<file path="src/rtl/multi.sv">
// multi: sequential shift-add unsigned multiplier.
// Takes two WIDTH-bit operands on a start pulse and retires one multiplier bit
// per clock. The 2*WIDTH-bit product is presented with a one-cycle done strobe.
// Optional feature: define MULTI_ZERO_SKIP_EN to finish in one clock when
// either operand is zero.
module multi #(
    parameter int WIDTH = 32
) (
    input  logic                 clk,
    input  logic                 rst_n,
    input  logic                 start,
    input  logic [WIDTH-1:0]     multiplicand,
    input  logic [WIDTH-1:0]     multiplier,
    output logic                 busy,
    output logic                 done,
    output logic [2*WIDTH-1:0]   product
);

    localparam int CNT_W = $clog2(WIDTH + 1);

    typedef enum logic [1:0] {
        IDLE = 2'd0,
        RUN  = 2'd1,
        DONE = 2'd2
    } state_t;

    state_t             state;
    logic [WIDTH-1:0]   mcandReg;
    logic [WIDTH-1:0]   accHi;
    logic [WIDTH-1:0]   accLo;
    logic [CNT_W-1:0]   cnt;
    logic [2*WIDTH-1:0] stepAcc;

    // One shift-add iteration. The sum keeps WIDTH+1 bits so the carry out of
    // the high half lands in the top product bit after the right shift.
    function automatic logic [2*WIDTH-1:0] shiftAddStep(
        input logic [WIDTH-1:0] hi,
        input logic [WIDTH-1:0] lo,
        input logic [WIDTH-1:0] mcand
    );
        logic [WIDTH:0] sum;
        sum = lo[0] ? ({1'b0, hi} + {1'b0, mcand}) : {1'b0, hi};
        return {sum, lo[WIDTH-1:1]};
    endfunction

    // Next accumulator value for the current RUN iteration.
    always_comb begin
        stepAcc = shiftAddStep(accHi, accLo, mcandReg);
    end

    // Control FSM with registered busy/done/product and the iterating datapath.
    always_ff @(posedge clk or negedge rst_n) begin
        if (!rst_n) begin
            state    <= IDLE;
            busy     <= 1'b0;
            done     <= 1'b0;
            product  <= '0;
            mcandReg <= '0;
            accHi    <= '0;
            accLo    <= '0;
            cnt      <= '0;
        end else begin
            done <= 1'b0;
            case (state)
                RUN: begin
                    // start and operand inputs are deliberately ignored here.
                    accHi <= stepAcc[2*WIDTH-1:WIDTH];
                    accLo <= stepAcc[WIDTH-1:0];
                    cnt   <= cnt - CNT_W'(1);
                    if (cnt == CNT_W'(1)) begin
                        state   <= DONE;
                        busy    <= 1'b0;
                        done    <= 1'b1;
                        product <= stepAcc;
                    end
                end
                default: begin
                    // IDLE and DONE both accept a new request; DONE lasts one cycle.
                    if (start) begin
`ifdef MULTI_ZERO_SKIP_EN
                        if ((multiplicand == '0) || (multiplier == '0)) begin
                            // Result is known to be zero: skip the iterations.
                            state    <= DONE;
                            busy     <= 1'b0;
                            done     <= 1'b1;
                            product  <= '0;
                            mcandReg <= multiplicand;
                            accHi    <= '0;
                            accLo    <= '0;
                            cnt      <= '0;
                        end else
`endif
                        begin
                            state    <= RUN;
                            busy     <= 1'b1;
                            mcandReg <= multiplicand;
                            accHi    <= '0;
                            accLo    <= multiplier;
                            cnt      <= CNT_W'(WIDTH);
                        end
                    end else begin
                        state <= IDLE;
                    end
                end
            endcase
        end
    end

endmodule
</file>
<file path="config.mk">
export PLATFORM = sky130hd
export DESIGN_NAME = multi
export DESIGN_NICKNAME = d
export VERILOG_FILES = /design/src/rtl/multi.sv
export SDC_FILE = /design/constraint.sdc
export NUM_CORES = 1
export LEC_CHECK = 0
export CAP_MARGIN = 10
export CELL_PAD_IN_SITES_DETAIL_PLACEMENT = 1
export CELL_PAD_IN_SITES_GLOBAL_PLACEMENT = 2
export CORE_UTILIZATION = 34
export CTS_CLUSTER_SIZE = 24
export DETAILED_ROUTE_END_ITERATION = 7
export GPL_TIMING_DRIVEN = 0
export HOLD_SLACK_MARGIN = 0.05
export PLACE_DENSITY = 0.82
export SYNTH_ARGS = -nofsm -noshare
export SYNTH_HDL_FRONTEND = slang
export SYNTH_SLANG_ARGS = --single-unit
export TNS_END_PERCENT = 50
</file>
<file path="constraint.sdc">
create_clock -name clk -period 3.85 [get_ports clk]
set_clock_uncertainty 0.15 [all_clocks]
set_input_delay 1.155 -clock clk [delete_from_list [all_inputs] [get_ports clk]]
set_output_delay 1.155 -clock clk [all_outputs]
set_load 0.05 [all_outputs]
</file>
* Word-level counts from Yosys, hierarchy flattened
Cells that the tools add are included.
Storage, ports and cells: flip-flop bits (word level) 170, input port bits 67, output and inout port bits 66
Operators by class: $add $sub $neg 2, equality and inequality tests 3, multiplexer cells 15, bitwise gates (word level) 1, reduce and logical (&&, ||, !) cells 4
Operators by type and width (number):
- $mux W32 | 4
- $add A32 B32 Y33 | 1
- $mux W33 | 1
- $mux W6 | 2
- $eq A6 B1 Y1 const B | 1
- $mux W1 | 6
- $reduce_and A2 Y1 | 3
- $sub A6 B1 Y6 const B | 1
- $mux W2 | 2
- $eq A2 B1 Y1 const B | 1
- $ne A2 B2 Y1 const B | 1
- $reduce_bool A2 Y1 | 1
- $not A1 Y1 | 1

* Logic depth before layout (Yosys ltp)
Gate-level depths: netlist of run 1.
depth after elaboration 3, depth in mapped cells 10

* Least setup slack after synthesis of run 1
Ideal clock, no wire load.
path kind register to register, start point register accHi[0], end point register accHi[29], library setup time 0.126 ns, arrival 2.449 ns, path slack 1.125 ns, stages on the path, launching flop included 11, cell sequence dfrtp_1 ha_1 fa_1 a211oi_1 o21ai_1 nand4b_1 a2111oi_2 nor3_2 o21ai_1 xor2_1 a311o_1
Between the ends: cells in the longest elaborated chain, start to end 3
Ends and longest elaborated chain:
- from (decl) | RTL line 29 | logic [WIDTH-1:0] accHi;
- from (signal assigned) | RTL line 67 | accHi <= stepAcc[2*WIDTH-1:WIDTH];
- $add A32 B32 Y33 | RTL line 42 | sum = lo[0] ? ({1'b0, hi} + {1'b0, mcand}) : {1'b0, hi};
- $mux W33 | RTL line 42
- $mux W32 | RTL line 64 | case (state)
No other way between the ends. A chain may end at the register's enable or synchronous reset.

* Worst setup path in the final report of run 1
start point register mcandReg[1], end point register accHi[28]
Between the ends: cells in the longest elaborated chain, start to end 3
Ends and longest elaborated chain:
- from (decl) | RTL line 28 | logic [WIDTH-1:0] mcandReg;
- from (signal assigned) | RTL line 96 | mcandReg <= multiplicand;
- $add A32 B32 Y33 | RTL line 42
- $mux W33 | RTL line 42
- $mux W32 | RTL line 64
No other way between the ends.

==> impl_metrics.csv, run 1 <==
group,metric,value,unit
run_status,status,"finished, final reports clean",
clocking,post_cts_buffers,0,
logic_synthesis,synth.area.mux_share,10.05,%
die,chipWidth,163.4,um
pwr,p_leak,5.120,nW
timing,drv_slew,0,
pwr,powerDensity,1015,nW/um2
layout,final_common_cell,"nand2_1",
timing,relSlewSlack,35.88,%
place,port_buffers,132,
clocking,cts.path.max_buffers,2,
place,hpwl,19.89,mm
pwr,switching_share,47.71,%
timing,hold_violations,0,
timing,rsz0062_at_grt,"false",
pwr,power.internal,5.966,mW
drt,wire_per_inst,19.15,um
drt,vias_per_cell,5.269,
logic_synthesis,syn-instance-count,912,
setup_path,worst-path-max-fanout,3,
setup_path,arrival,3450,ps
logic_synthesis,synthSimpleGateAreaFrac,15.47,%
pwr,power,11.41,mW
layout,final_util,44.28,%
setup_path,critPathKind,"reg2reg",
setup_path,critPathSlowestCell,"a2111oi_2",
layout,instances_no_fill,1407,
pwr,clkPwrFrac,15.5,%
die,rows,58,
grt,overflow,0,
clocking,clk_pin_slew,80,ps
grt,grt_max_degree,93,
logic_synthesis,ys_seq_area_share,48.00,%
clocking,cts_tree,"built",
clocking,postCtsResizedCells,0,
timing,setup_viol,0,
pwr,power.switching,5.443,mW
grt,grt_pass1_wl,43.29,mm
layout,final_cell_mix,"nand2_1, dfrtp_1, clkdlybuf4s50_1",
clocking,holdBufCountCts,0,
logic_synthesis,syn-cell-area,8862,um2
drt,vias,7413,
layout,areaGrowthSynthToFinish,26.90,%
timing,layout_worst_path_cycle_share,85.18,%
logic_synthesis,synth-warning-count,0,
clocking,cts_buffers,17,
layout,fillers,2926,
drt,drtIter0Drc,302,
timing,fin_setup_tns,0,ps
grt,grt_use_total,21.08,%
flow_run,maxCapViolations,0,
layout,layout-drive-gt1-share,8.914,%
layout,multi_input_area,4277,um2
grt,antenna_found_initial,0,
drt,dr.pass1.iters,4,
drt,antenna_left,0,
place,place_congestion,0.8386,
timing,worstMarginPinSlew,961.9,ps
setup_path,cp.required,4020,ps
logic_synthesis,synthArstFlopShare,100.0,%
place,placedCellCount,1375,
pwr,seqPwrFrac,28.4,%
layout,n_antenna_cell,0,
die,dieArea,26710,um2
setup_path,end_kind,"register",
logic_synthesis,synth_fp_nets,1014,
clocking,cts_max_level,4,
drt,wl,26.95,mm
clocking,clkLatencyLatePin,440,ps
drt,drc,0,
die,io_pins,133,
layout,final_nets,1166,
logic_synthesis,synth_cell_types,60,
logic_synthesis,synth_edf_count,0,
logic_synthesis,synth_compound_area_share,15.23,%
die,coreArea,25400,um2
setup_path,startpoint_type,"register",
timing,period_minus_slack,3279,ps
logic_synthesis,synth_area_per_cell,9.717,um2
die,start_util,34.89,%
layout,final-seq-area,4254,um2
pwr,power_frac_comb,56.2,%
pwr,vdd_drop_max,421.8,uV
logic_synthesis,synth_top_family_by_area,"simple AND/OR/NAND/NOR gates",
grt,grt_pass1_vias,7920,
setup_path,cp_slowest_stage_delay,690,ps
die,die_y,163.4,um
clocking,root_buffer,"clkbuf_16",
logic_synthesis,synthAdderAreaFrac,5.026,%
timing,fmax,304.9,MHz
logic_synthesis,ys_seq_elements,170,
logic_synthesis,synth-main-ff-cell,"dfrtp_1",
clocking,cts.sinks,170,
setup_path,path_cells,"ha_1 > a21o_1 > nand4_1 > a2111oi_2 > nor3_2 > o31ai_1 > a31oi_2 > mux2i_1 > a311o_1",
logic_synthesis,synth_xor_area_share,2.471,%
min_path,hold_class,"reg2reg",
==> final cells by class <==
class | instances | area share (%)
buffer | 55 | 2.648
clock buffer | 17 | 3.783
clock inverter | 15 | 1.702
inverter | 9 | 0.3004
multi-input combinational | 678 | 38.03
sequential | 170 | 37.83
tap | 330 | 3.672
timing repair buffer | 133 | 12.04
==> Yosys cell counts, types with 8 or more instances <==
library cell  count  area, um2
a21o_1           16      120.1
a21oi_1          44      220.2
a31oi_1          11      68.82
and3_1           10      62.56
buf_1             8      30.03
clkbuf_1         32      120.1
dfrtp_1         170       4254
ha_1             34      425.4
inv_1             9      33.78
mux2_2           32      360.4
mux2i_1          53      530.5
nand2_1         197      739.5
nand3_1          36      180.2
nor2_1           25      93.84
o21ai_0          97      485.5
xnor2_1          18      157.7
==> power by group through the flow <==
stage / registers [mW] / clock network, mW / logic [mW]
floorplan: 4.01 / 0 / 3.65
detailed placement: 3.27 / 0 / 6.40
CTS: 3.25 / 1.81 / 6.44
finish: 3.24 / 1.76 / 6.41
global route: 3.35 / 1.88 / 7.03
global placement: 3.25 / 0 / 6.25
==> flip-flops by register name, summed over array words and instances (netlist names) <==
register and count:
accHi 32, accLo 32, busy 1, cnt 6
done 1, mcandReg 32, product 64, state 2
==> metal layers <==
layer	wire length [um]	share of wire (%)	vias up	global-route usage (%)
li1	-	-	3514	-
met1	12540	47	3729	27.87
met2	12710	47	147	34.38
met3	1398	5.2	23	5.307
met4	305	1.1	0	4.970
met5	0	0	-	0
==> cell families (layout without fill, tap and decap cells) <==
| kind of cell | count (synthesis) | after routing |
|---|---|---|
| muxes | 85 | 85 |
| buffers and inverters | 64 | 229 |
| and+or+nand+nor | 311 | 311 |
| AOI/OAI and AO/OA | 222 | 222 |
| DFF | 170 | 170 |
| adders and majority gates | 35 | 35 |
| xor gates and xnor gates | 25 | 25 |
==> stage by stage <==
step / instance area (um2) / hold slack (ps) / setup WS [ps]
after global routing: 11250 / 351.2 / 351.2
after detailed placement: 10630 / 312.3 / 376.2
final: 11250 / 333.4 / 570.5
after CTS: 11250 / 342.4 / 577.5
after floorplan: 8862 / 302.9 / 1125
after global placement: 10600 / 309.1 / -5972
==> final timing paths <==
check                            start            to  slack [ps]  cells past startpoint
hold reg to reg            product[49]   product[49]         330                      2
max in group asynchronous        rst_n  mcandReg[22]        2160                      2
hold / removal             product[49]   product[49]         330                      2
min in group asynchronous        rst_n   product[25]         520                      1
setup / recovery           mcandReg[1]     accHi[28]         570                      9
setup reg to reg           mcandReg[1]     accHi[28]         570                      9
==> worst max-delay path, delay by kind of cell (launching register included) <==
kind,cells,cell delay (ps)
flops,1,430
mux,1,160
fa+ha+maj,1,300
compound gates,5,1770
simple gates,2,350
(Power assumes the default switching activity.)
==> inputs of run 2 (changes only) <==
Settings changed: GPL_ROUTABILITY_DRIVEN from default to 0, PLACE_DENSITY 0.82 to 0.81.
==> impl_metrics.csv, run 2 (synthesized netlist as in run 1, its figures left out) <==
group,metric,value,unit
drt,vias_per_cell,5.212,
setup_path,critPathSlowestCell,"fa_1",
drt,drtIter0Drc,340,
min_path,hold_class,"reg2reg",
setup_path,critPathKind,"reg2reg",
die,coreArea,25400,um2
drt,vias,7333,
clocking,clk_pin_slew,80,ps
timing,period_minus_slack,3244,ps
layout,final_common_cell,"nand2_1",
setup_path,end_kind,"register",
place,port_buffers,132,
clocking,holdBufCountCts,0,
clocking,post_cts_buffers,0,
die,die_y,163.4,um
layout,final_nets,1166,
die,dieArea,26710,um2
setup_path,worstPathBufferInverterCount,0,
clocking,cts.sinks,170,
layout,largest_reg_flops,64,
layout,areaGrowthSynthToFinish,27.04,%
clocking,cts_max_level,4,
drt,wl,27.27,mm
pwr,power.internal,6.026,mW
pwr,seqPwrFrac,28.2,%
die,chipWidth,163.4,um
clocking,postCtsResizedCells,0,
grt,overflow,0,
pwr,vdd_drop_max,345.5,uV
setup_path,worst-path-max-fanout,4,
grt,antenna_found_initial,0,
layout,n_antenna_cell,0,
run_status,status,"finished, final reports clean",
timing,setup_viol,0,
timing,drv_slew,0,
setup_path,path_cells,"ha_1 > fa_1 > a211oi_1 > o21ai_1 > nand4b_1 > a21oi_1 > nor3_2 > o21ai_1 > a41oi_1 > o31ai_1",
setup_path,startpoint_type,"register",
pwr,power.switching,5.442,mW
pwr,switching_share,47.45,%
pwr,powerDensity,1019,nW/um2
grt,grt_pass1_wl,44.15,mm
pwr,clkPwrFrac,15.9,%
drt,dr.pass1.iters,4,
pwr,power_frac_comb,56.0,%
timing,layout_worst_path_cycle_share,84.26,%
grt,grt_max_degree,89,
die,start_util,34.89,%
drt,drc,0,
layout,fillers,2939,
layout,final_util,44.33,%
timing,rsz0062_at_grt,"false",
clocking,cts.path.max_buffers,2,
layout,multi_input_area,4277,um2
layout,final-seq-area,4254,um2
flow_run,maxCapViolations,0,
die,io_pins,133,
grt,grt_use_total,21.52,%
clocking,cts_buffers,17,
layout,layout-drive-gt1-share,8.914,%
place,hpwl,19.71,mm
clocking,clkLatencyLatePin,440,ps
setup_path,cp_slowest_stage_delay,430,ps
layout,largest_register,"product",
drt,antenna_left,0,
setup_path,arrival,3390,ps
setup_path,cp.required,3990,ps
timing,hold_violations,0,
clocking,root_buffer,"clkbuf_16",
timing,relSlewSlack,36.15,%
layout,final_cell_mix,"nand2_1, dfrtp_1, clkdlybuf4s50_1",
pwr,power,11.47,mW
clocking,cts_tree,"built",
setup_path,critPathTopFamily,"compound AO/OA/AOI/OAI gates",
setup_path,cpMostUsedCell,"o21ai_1",
timing,fmax,308.2,MHz
grt,grt_pass1_vias,7893,
die,rows,58,
drt,wire_per_inst,19.38,um
timing,worstMarginPinSlew,957.8,ps
pwr,p_leak,5.123,nW
run 2: layout make-up:
type                            instances  area share [%]
Multi-Input combinational cell        678           37.99
Sequential cell                       170           37.79
Timing Repair Buffer                  133           12.02
Clock buffer                           17           3.779
Tap cell                              330           3.667
Buffer                                 55           2.645
Clock inverter                         15           1.812
Inverter                                9          0.3001
run 2: metal layers:
metal	wire length, um	track usage (%)	vias up
met3	1223	4.342	20
met4	403	6.882	0
met1	12840	29.44	3664
li1	-	-	3513
met2	12800	33.92	136
met5	0	0	-
run 2: worst paths after layout:
kind,cells after the start,slack [ps],startpoint,end
min in group asynchronous,1,540,rst_n,accLo[25]
hold reg to reg,2,330,product[4],product[4]
setup reg to reg,10,610,accHi[0],accHi[31]
setup / recovery,10,610,accHi[0],accHi[31]
max in group asynchronous,2,2150,rst_n,accHi[24]
hold / removal,2,330,product[4],product[4]
run 2: through the flow:
stage	setup slack [ps]	cell area, um2	cells	TNS (ps)	hold WS (ps)
floorplan	1125	8862	912	0	302.9
global placement	-6035	10600	1374	-1023760	308.8
detailed placement	292.1	10630	1375	0	314.5
CTS	580.3	11260	1407	0	340.1
global route	344.3	11260	1407	0	352.8
finish	605.8	11260	1407	0	330.2
run 2: power by group through the flow:
stage | Sequential [mW] | Clock (mW) | Combinational, mW
CTS | 3.24 | 1.86 | 6.45
floorplan | 4.01 | 0 | 3.65
global route | 3.34 | 1.92 | 7.06
global placement | 3.25 | 0 | 6.25
detailed placement | 3.26 | 0 | 6.40
finish | 3.23 | 1.82 | 6.42
run 2: worst register-to-register path, cell delays in order (launching register included):
cell,delay [ps]
dfrtp_1,400
ha_1,220
fa_1,430
a211oi_1,380
o21ai_1,220
nand4b_1,290
a21oi_1,130
nor3_2,240
o21ai_1,160
a41oi_1,360
o31ai_1,130
==> inputs of run 3 (changes only) <==
Clock period 3.85 ns to 3 ns, I/O delays scaled along.
==> impl_metrics.csv, run 3 (synthesized netlist as in run 1, its figures left out) <==
group,metric,value,unit
clocking,cts.sinks,170,
setup_path,r2r-end,"accHi[29]",
timing,drv_slew,0,
timing,period_minus_slack,2910,ps
pwr,power.switching,7.167,mW
pwr,power.internal,7.942,mW
layout,n_antenna_cell,0,
die,rows,58,
layout,final_cell_mix,"nand2_1, dfrtp_1, clkdlybuf4s50_1",
place,placedCellCount,1375,
layout,stdcell_area,11460,um2
clocking,clk_pin_slew,80,ps
layout,final_nets,1176,
layout,layout-drive-gt1-share,11.78,%
clocking,cts_tree,"built",
timing,hold_ws,282.6,ps
die,dieArea,26710,um2
clocking,cts_buffers,17,
timing,hold_violations,0,
flow_run,maxCapViolations,0,
drt,vias_per_cell,5.256,
setup_path,critPathKind,"reg2reg",
drt,wl,27.56,mm
place,postPlaceCellArea,10630,um2
pwr,seqPwrFrac,27.5,%
layout,instances_no_fill,1417,
layout,largest_reg_flops,64,
layout,fillers,2917,
layout,multi_input_area,4398,um2
grt,grt_use_met1,29.51,%
clocking,cts.path.max_buffers,2,
pwr,vdd_drop_max,449.3,uV
grt,grt_max_degree,89,
grt,met2_usage,34.21,%
grt,grt_pass1_wl,44.36,mm
setup_path,rr_startpoint,"accHi[14]",
grt,grt_pass1_vias,7930,
die,coreArea,25400,um2
pwr,clkPwrFrac,15.4,%
die,chipWidth,163.4,um
place,hpwl,19.71,mm
pwr,power,15.11,mW
clocking,cts_max_level,4,
timing,fin_ws,89.94,ps
drt,drtIter0Drc,357,
place,place_ws,-302.9,ps
clocking,root_buffer,"clkbuf_16",
run_status,status,"finished, final reports clean",
die,io_pins,133,
setup_path,worst-path-max-fanout,7,
setup_path,cp.required,3180,ps
clocking,clkLatencyLatePin,440,ps
drt,antenna_left,0,
grt,grt_use_total,21.62,%
layout,final_common_cell,"nand2_1",
place,port_buffers,132,
layout,final-seq-area,4254,um2
drt,vias,7448,
die,die_y,163.4,um
grt,antenna_found_initial,0,
timing,layout_worst_path_cycle_share,97.00,%
pwr,switching_share,47.44,%
drt,wire_per_inst,19.45,um
timing,worstMarginPinSlew,965.2,ps
pwr,power_frac_comb,57.1,%
grt,top_usage_layer,"met2",
setup_path,rrSetupSlack,90,ps
setup_path,startpoint_type,"register",
timing,relSlewSlack,35.65,%
grt,grtUsageMet3,4.342,%
die,start_util,34.89,%
setup_path,end_kind,"register",
timing,setup_viol,0,
setup_path,arrival,3090,ps
timing,rsz0062_at_grt,"true",
pwr,powerDensity,1319,nW/um2
drt,drc,0,
setup_path,reg2reg_depth,11,
min_path,hold_class,"in2async",
timing,fmax,343.6,MHz
drt,dr.pass1.iters,4,
grt,overflow,0,
layout,largest_register,"product",
pwr,p_leak,5.183,nW
layout,areaGrowthSynthToFinish,29.28,%
run 3: stage by stage:
stage	utilization, %	TNS [ps]
after floorplan	-	0
after global placement	41.72	-1134500
after detailed placement	41.85	-12050
after CTS	44.81	0
after global routing	45.11	-53.60
final	45.11	0
run 3: layout make-up:
| class | count | share of cell area [%] |
|---|---|---|
| well taps | 330 | 3.604 |
| clock inverters | 15 | 1.780 |
| repair buffers | 143 | 12.47 |
| inverters | 9 | 0.2949 |
| multi-input cells | 678 | 38.39 |
| clock buffers | 17 | 3.713 |
| flip-flops and latches | 170 | 37.13 |
| plain buffers | 55 | 2.621 |
run 3: power groups by stage:
| stage | Clock [mW] | Combinational [mW] | Sequential (mW) |
|---|---|---|---|
| floorplan | 0 | 4.69 | 5.15 |
| global route | 2.46 | 9.45 | 4.28 |
| finish | 2.33 | 8.62 | 4.15 |
| global placement | 0 | 8.02 | 4.17 |
| detailed placement | 0 | 8.21 | 4.18 |
| CTS | 2.39 | 8.47 | 4.16 |
run 3: worst max-delay path by stage:
stage / startpoint / to / slack (ps) / cells after the start
after floorplan: accHi[0] / accHi[29] / 270 / 10
after global placement: rst_n / mcandReg[26] / -6630 / 1
after detailed placement: start / accLo[6] / -300 / 5
after CTS: mcandReg[20] / accHi[28] / 20 / 9
after global routing: accHi[15] / accHi[29] / -50 / 10
final: accHi[14] / accHi[29] / 90 / 11
run 3: routing by layer:
layer	routed length, um	share of wire, %
met4	503	1.8
met3	1147	4.2
met2	12920	47
met1	12980	47
met5	0	0
run 3: what timing repair did:
action | CTS | global route
buffers inserted | 8 | 2
setup endpoints to repair | 17 | 32
gates resized for setup | 11 | 18
hold buffers | 0 | 0
pin swaps | 9 | 8
run 3: worst max-delay path, cell delays in order (launching register included):
cell and delay [ps]:
dfrtp_1 410, ha_1 280, buf_2 180, and4_4 250, and2_1 180, nand4b_1 110
buf_4 180, a2111oi_4 310, nor3_2 90, o21ai_1 180, xor2_1 130, a311o_1 360
